===== src/rtl/start_token_fifo.sv =====
// start_token_fifo: start-token FIFO between a producer dataflow process and
// a downstream PE stage. Storage is a shift-register array addressed by a
// signed pointer (-1 = empty); the head token falls through to if_dout.
// Full/empty flags are plain registers updated from the qualified requests.
// Optional feature macro: START_FIFO_OCC_EN adds the if_num_data_valid
// occupancy output (ptr+1, registered alongside ptr).
module start_token_fifo #(
  parameter int DATA_WIDTH = 1,
  parameter int ADDR_WIDTH = 1,
  parameter int DEPTH      = 2
) (
  input  logic                  ap_clk,
  input  logic                  ap_rst_n,
  input  logic                  if_write_ce,
  input  logic                  if_write,
  input  logic [DATA_WIDTH-1:0] if_din,
  output logic                  if_full_n,
  input  logic                  if_read_ce,
  input  logic                  if_read,
  output logic [DATA_WIDTH-1:0] if_dout,
`ifdef START_FIFO_OCC_EN
  output logic                  if_empty_n,
  output logic [ADDR_WIDTH:0]   if_num_data_valid
`else
  output logic                  if_empty_n
`endif
);

  localparam logic [ADDR_WIDTH:0] PTR_EMPTY   = {(ADDR_WIDTH+1){1'b1}};
  localparam logic [ADDR_WIDTH:0] PTR_ZERO    = {(ADDR_WIDTH+1){1'b0}};
  localparam logic [ADDR_WIDTH:0] PTR_ONE     = {{ADDR_WIDTH{1'b0}}, 1'b1};
  localparam logic [ADDR_WIDTH:0] PTR_PREFULL = (ADDR_WIDTH+1)'(DEPTH - 2);

  logic [DATA_WIDTH-1:0] srl_q [0:DEPTH-1];
  logic [ADDR_WIDTH:0]   ptr_q;
  logic [ADDR_WIDTH:0]   ptr_d;
  logic                  full_n_q;
  logic                  full_n_d;
  logic                  empty_n_q;
  logic                  empty_n_d;
  logic                  push_s;
  logic                  pop_s;

  // Requests only take effect when qualified and the relevant flag allows it.
  always_comb begin
    push_s = if_write & if_write_ce & full_n_q;
    pop_s  = if_read & if_read_ce & empty_n_q;
  end

  // Next pointer and flags; simultaneous push+pop leaves everything unchanged.
  always_comb begin
    ptr_d     = ptr_q;
    full_n_d  = full_n_q;
    empty_n_d = empty_n_q;
    case ({push_s, pop_s})
      2'b10: begin
        ptr_d     = ptr_q + PTR_ONE;
        empty_n_d = 1'b1;
        if (ptr_q == PTR_PREFULL) begin
          full_n_d = 1'b0;
        end else begin
          full_n_d = full_n_q;
        end
      end
      2'b01: begin
        ptr_d    = ptr_q - PTR_ONE;
        full_n_d = 1'b1;
        if (ptr_q == PTR_ZERO) begin
          empty_n_d = 1'b0;
        end else begin
          empty_n_d = empty_n_q;
        end
      end
      default: begin
        ptr_d     = ptr_q;
        full_n_d  = full_n_q;
        empty_n_d = empty_n_q;
      end
    endcase
  end

  // Control registers: pointer and flags, cleared asynchronously on reset.
  always_ff @(posedge ap_clk or negedge ap_rst_n) begin
    if (!ap_rst_n) begin
      ptr_q     <= PTR_EMPTY;
      full_n_q  <= 1'b1;
      empty_n_q <= 1'b0;
    end else begin
      ptr_q     <= ptr_d;
      full_n_q  <= full_n_d;
      empty_n_q <= empty_n_d;
    end
  end

  // Token storage shifts on every accepted push; contents are never reset.
  always_ff @(posedge ap_clk) begin
    if (push_s) begin
      for (int i = DEPTH - 1; i > 0; i--) begin
        srl_q[i] <= srl_q[i-1];
      end
      srl_q[0] <= if_din;
    end
  end

  // Oldest token sits at the pointer position; undefined while empty.
  assign if_dout    = srl_q[ptr_q[ADDR_WIDTH-1:0]];
  assign if_full_n  = full_n_q;
  assign if_empty_n = empty_n_q;

`ifdef START_FIFO_OCC_EN
  logic [ADDR_WIDTH:0] num_q;
  logic [ADDR_WIDTH:0] num_d;

  // Occupancy tracks the next pointer so it updates in the same cycle as ptr.
  always_comb begin
    num_d = ptr_d + PTR_ONE;
  end

  // Occupancy register, zero out of reset.
  always_ff @(posedge ap_clk or negedge ap_rst_n) begin
    if (!ap_rst_n) begin
      num_q <= PTR_ZERO;
    end else begin
      num_q <= num_d;
    end
  end

  assign if_num_data_valid = num_q;
`endif

endmodule


===== config.mk =====
export PLATFORM = sky130hd
export DESIGN_NAME = start_token_fifo
export DESIGN_NICKNAME = d
export VERILOG_FILES = /design/src/rtl/start_token_fifo.sv
export SDC_FILE = /design/constraint.sdc
export NUM_CORES = 1
export LEC_CHECK = 0
export CORE_AREA = 2 2 39 41
export DETAILED_ROUTE_END_ITERATION = 10
export DIE_AREA = 0 0 41 43
export PLACE_DENSITY = 0.44
export SYNTH_ARGS = -nofsm -noshare
export SYNTH_HDL_FRONTEND = slang
export SYNTH_SLANG_ARGS = --single-unit
export TNS_END_PERCENT = 10

===== constraint.sdc =====
create_clock -name ap_clk -period 2.2 [get_ports ap_clk]
set_input_delay 0.44 -clock ap_clk [delete_from_list [all_inputs] [get_ports ap_clk]]
set_output_delay 0.44 -clock ap_clk [all_outputs]
set_load 0.02 [all_outputs]

==> results.json, run 1 <==
{
  "tcrit_tclk_final": 0.971,
  "firstDrtPassIters": 1,
  "diodes": 0,
  "area_of_the_multi_input_gates_sq_um": 129,
  "die_width_um": 41,
  "required_ps": 1760,
  "crit_path_start": "ptr_q[0]",
  "dp_wirelength_um": 422,
  "port_buffers": 9,
  "cts_tree": "done",
  "post-route-drc-count": 0,
  "grt_max_degree": 6,
  "filler_cell_count": 148,
  "die_area_sq_um": 1760,
  "final.setup.tns_ps": 0,
  "vias_per_cell": 3.89,
  "clkSinkCount": 6,
  "fmaxAchievable_ghz": 0.468,
  "seq_area_sq_um": 164,
  "critical_path.cell_chain": "mux2_2 > clkdlybuf4s50_1",
  "syn-num-nets": 36,
  "crit_path_top_delay_cell": "dfstp_2",
  "cts-root-to-sink-buffers": 2,
  "post_cts.resized_instances": 0,
  "h-tree-depth": 1,
  "postCtsSetupRepairBufs": 0,
  "area_growth_syn_to_fin_pct": 44.9,
  "timing.clock.skew_ps": 5.86,
  "critical_path.endpoint_type": "output port",
  "num_vias": 214,
  "fin_max_slew_vios": 0,
  "seq_area_frac_synth": 0.539,
  "worstHoldPathType": "in2async",
  "setup_violations": 0,
  "clock_latency_at_the_later_pin_of_the_worst_skew_pair_ps": 250,
  "worst_setup_path_start_kind": "register",
  "gr-usage-met2": 0.100,
  "run_status": "finished, final reports clean",
  "fp.dieH_um": 43,
  "drive_above_1_share": 0.179,
  "drt_wl_total_um": 518,
  "yosys_warnings": 0,
  "initial_utilization": 0.220,
  "cell_at_the_root_of_the_clock_tree": "clkbuf_4",
  "synth_seq_cells": 6,
  "hold_viol_final": 0,
  "fin_hold_ws_ps": 400,
  "detailedRoute.firstIterationViolations": 0,
  "netlist_area_sq_um": 304,
  "total_leakage_power_nw": 0.194,
  "vdd_drop_max_mv": 0.440,
  "grt_setup_unrepaired": "false",
  "route.detailed.wl_per_inst_um": 9.42,
  "grt_use_total": 0.0830,
  "antenna_found_initial": 0,
  "antenna_left": 0,
  "synth_area_per_cell_sq_um": 11.7,
  "rr_worst_depth": 6,
  "timing.slew.headroom": 0.860,
  "core_area_sq_um": 1380,
  "min_period_ps": 2140,
  "grt_first_pass_wirelength_um": 938,
  "i_o_pin_count": 10,
  "slowest_delay_ps": 580,
  "cts.hold.buffers_added": 0,
  "num_cts_buffers": 3,
  "grtUsageMet1": 0.106,
  "postSynthCellCount": 26,
  "overflow": 0,
  "gr-max-usage-layer": "met1",
  "post_synth_num_cell_types": 14,
  "largest_fanout_on_the_critical_path": 5,
  "critical_path_arrival_ps": 1700,
  "fp-row-count": 14,
  "routabilityCongestion": 0.714,
  "critical_path_class": "reg2out",
  "first_global_vias": 227,
  "nNetsFinal": 50,
  "power_density_nw_per_um2": 1110,
  "max-cap-violations": 0,
  "postLayoutCoreUtil": 0.318,
  "max_slew.worst_pin.slew_ps": 209,
  "cts.clk_slew.worst_paths_ps": 50,
  "r2r-start": "if_full_n",
  "grt.met3_usage": 0.0471
}
[synthesized netlist by cell type]
cell | instances | area share
a21oi_1 | 3 | 0.049
dfstp_2 | 3 | 0.26
ha_1 | 3 | 0.12
inv_1 | 3 | 0.037
edfxtp_1 | 2 | 0.20
nand3_1 | 2 | 0.033
nor2_1 | 2 | 0.025
xnor2_1 | 2 | 0.058
dfrtp_1 | 1 | 0.082
mux2_2 | 1 | 0.037
mux2i_1 | 1 | 0.033
nor2b_1 | 1 | 0.021
o21ai_0 | 1 | 0.016
xor2_1 | 1 | 0.029
[path summary, 6_finish.rpt]
kind,end,slack [ps]
worst min-delay path,if_empty_n,400
worst min register to register,srl_q[1],440
worst max-delay path,if_dout,60
max in group asynchronous,ptr_q[1],1560
min in group ap_clk,srl_q[1],440
worst max register to register,if_empty_n,750
[cell type report]
cell class              count  share of cell area
flip-flops and latches      6               0.372
repair buffers              9               0.205
multi-input cells          17               0.293
well taps                  16              0.0455
clock buffers               4              0.0597
inverters                   3              0.0256
[worst max-delay path: cells and delay by family (launching register included)]
kind,cells,cell delay [ps]
DFF,1,580
buffers and inverters,1,530
muxes,1,340
[cells by family after synthesis]
kind of cell    share of synthesized area
simple gates                       0.0782
mux                                0.0700
fa+ha+maj                           0.123
xor+xnor                           0.0864
compound gates                     0.0658
flops                               0.539
buf+inv                            0.0370
[through the flow]
stage / area [sq um] / instances / setup WS, ps / power [mW]
global route: 440 / 55 / 9.65 / 0.527
CTS: 440 / 55 / 44.9 / 0.499
global placement: 414 / 51 / 330 / 0.381
detailed placement: 414 / 51 / 321 / 0.382
floorplan: 304 / 26 / 783 / 0.313
finish: 440 / 55 / 64.5 / 0.491
[layer usage]
layer	wire length [um]	vias up
li1	-	112
met1	248	98
met2	239	4
met3	30	0
met4	0	0
met5	0	-
[registers in the layout (all words and copies together) (netlist names)]
register,flops
ptr_q,2
if_full_n,1
srl_q,2
if_empty_n,1
[cell usage in the layout, fill, tap and decap left out, types with 2 or more instances in the layout]
| cell | count |
|---|---|
| edfxtp_1 | 2 |
| nor2_1 | 2 |
| ha_1 | 3 |
| a21oi_1 | 3 |
| clkbuf_4 | 3 |
| xnor2_1 | 2 |
| dfstp_2 | 3 |
| nand3_1 | 2 |
| clkdlybuf4s50_1 | 9 |
| inv_1 | 3 |
[power breakdown]
part | total [mW] | switching, mW | internal, mW | leakage (nW)
combinational | 0.172 | 0.0801 | 0.0920 | 0.119
sequential | 0.207 | 0.0336 | 0.173 | 0.0600
clock | 0.112 | 0.0431 | 0.0689 | 0.0150
total | 0.491 | 0.157 | 0.334 | 0.194
(Power assumes the default switching activity.)
==> run 2: changes to the inputs <==
- clock period: 2.2 -> 2.3 ns (I/O delays scaled with it)
==> results of run 2 <==
Same layout as run 1 (identical final DEF). Status: finished, final reports clean.
Among the figures that moved: setup slack after placement 321 ps -> 401 ps; setup slack after layout 64.5 ps -> 144 ps; hold slack 400 ps -> 420 ps; register-to-register setup slack 750 ps -> 850 ps; total power 0.491 mW -> 0.469 mW; worst IR drop on VDD 0.440 mV -> 0.420 mV
==> run 3: changes to the inputs <==
==> constraint.sdc (replaced) <==
create_clock -name ap_clk -period 2.3 [get_ports ap_clk]
set_input_delay 0.69 -clock ap_clk [delete_from_list [all_inputs] [get_ports ap_clk]]
set_output_delay 0.69 -clock ap_clk [all_outputs]
set_load 0.02 [all_outputs]
==> results.json, run 3 (synthesized netlist as in run 1, its figures left out) <==
{
  "drive_above_1_share": 0.179,
  "worstHoldPathType": "reg2reg",
  "postCtsSetupRepairBufs": 0,
  "die_area_sq_um": 1760,
  "comb_power_share": 0.345,
  "critical_path_class": "reg2out",
  "timing.reg2reg.setup_slack_ps": 850,
  "power.internal_uw": 315,
  "min_path_cells": 0,
  "cts.hold.buffers_added": 0,
  "clock_latency_at_the_later_pin_of_the_worst_skew_pair_ps": 250,
  "fin_max_slew_vios": 0,
  "clkSinkCount": 6,
  "h-tree-depth": 1,
  "nNetsFinal": 50,
  "power_density_nw_per_um2": 1060,
  "timing.hold.worst_endpoint": "srl_q[1]",
  "drt_wl_total_um": 519,
  "final_common_cell": "clkdlybuf4s50_1",
  "rr_worst_depth": 6,
  "i_o_pin_count": 10,
  "report.power.total_uw": 465,
  "run_status": "finished, final reports clean",
  "initial_utilization": 0.220,
  "r2r-start": "if_full_n",
  "fp.dieH_um": 43,
  "vias_per_cell": 3.89,
  "num_cts_buffers": 3,
  "overflow": 0,
  "vdd_drop_max_mv": 0.420,
  "cts_tree": "done",
  "num_vias": 214,
  "max_slew.worst_pin.slew_ps": 209,
  "worst_hold_startpoint": "srl_q[0]",
  "firstDrtPassIters": 1,
  "die_width_um": 41,
  "cts.clk_slew.worst_paths_ps": 50,
  "grt_first_pass_wirelength_um": 938,
  "largest_fanout_on_the_critical_path": 5,
  "dp_wirelength_um": 422,
  "antenna_left": 0,
  "timing.slew.headroom": 0.860,
  "switching_share": 0.322,
  "detailedRoute.firstIterationViolations": 0,
  "post-route-drc-count": 0,
  "fmaxAchievable_ghz": 0.461,
  "antenna_found_initial": 0,
  "critical_path.endpoint_type": "output port",
  "area_growth_syn_to_fin_pct": 44.4,
  "required_ps": 1610,
  "netSwitchingPower_uw": 150,
  "total_leakage_power_nw": 0.196,
  "port_buffers": 9,
  "routabilityCongestion": 0.714,
  "cts-root-to-sink-buffers": 2,
  "worstReg2RegEnd": "if_empty_n",
  "worst_setup_path_start_kind": "register",
  "diodes": 0,
  "route.detailed.wl_per_inst_um": 9.44,
  "first_global_vias": 227,
  "grt_use_total": 0.0830,
  "setup_violations": 0,
  "core_area_sq_um": 1380,
  "cell_at_the_root_of_the_clock_tree": "clkbuf_4",
  "registers_with_the_highest_flip_flop_counts": "ptr_q: 2 flops, srl_q: 2 flops",
  "hold_viol_final": 0,
  "grt_setup_unrepaired": "false",
  "tcrit_tclk_final": 0.942,
  "max-cap-violations": 0,
  "seqPwrFrac": 0.425,
  "clock_network_fraction_of_design_power": 0.231,
  "critical_path_arrival_ps": 1480,
  "timing.clock.skew_ps": 5.86,
  "final.setup.tns_ps": 0,
  "grt_max_degree": 6,
  "min_period_ps": 2170,
  "fp-row-count": 14
}
==> run 3: power groups by stage <==
stage               Sequential, mW  Combinational [mW]  Clock [mW]
floorplan                    0.210              0.0896           0
global placement             0.199               0.165           0
detailed placement           0.201               0.165           0
CTS                          0.199               0.163       0.111
global route                 0.205               0.178       0.117
finish                       0.198               0.160       0.107
==> run 3: how the worst max path moves through the flow <==
stage | end | cells after the start | from
global placement | if_dout | 2 | ptr_q[0]
finish | if_dout | 2 | ptr_q[0]
CTS | if_dout | 2 | ptr_q[0]
detailed placement | if_dout | 2 | ptr_q[0]
floorplan | if_dout | 1 | ptr_q[0]
global route | if_dout | 2 | ptr_q[0]
==> run 3: final cells by class <==
class / instances / area (sq um)
Inverter: 3 / 11.3
Timing Repair Buffer: 9 / 88.8
Fill cell: 147 / 945
Sequential cell: 6 / 164
Tap cell: 16 / 20.0
Multi-Input combinational cell: 17 / 129
Clock buffer: 4 / 26.3
==> run 3: worst max-delay path: stages (launching register included) <==
cell and delay [ps]:
dfstp_2 580, mux2_2 340, dlygate4sd2_1 320
==> run 3: timing repair <==
item / 4_1_cts / 5_1_grt
setup endpoints to repair: 1 / 0
endpoints found under the hold margin: 0 / 0
resized for setup: 1 / 0
==> run 3: stage by stage <==
step | util | hold WS (ps) | cells | cell area [sq um] | worst slack (ps)
4_1_cts | 0.317 | 447 | 55 | 439 | 115
3_5_place_dp | 0.299 | 435 | 51 | 414 | 171
2_1_floorplan | - | 394 | 26 | 304 | 668
6_report | 0.317 | 443 | 55 | 439 | 133
5_1_grt | 0.317 | 467 | 55 | 439 | 81.3
3_3_place_gp | 0.299 | 440 | 51 | 414 | 180
==> run 3: metal layers <==
| layer | routed length [um] | track usage | part of all wire | up-vias |
|---|---|---|---|---|
| met4 | 0 | 0.0600 | 0 | 0 |
| li1 | - | - | - | 112 |
| met2 | 239 | 0.100 | 0.46 | 4 |
| met3 | 30 | 0.0471 | 0.058 | 0 |
| met5 | 0 | 0 | 0 | - |
| met1 | 248 | 0.106 | 0.48 | 98 |
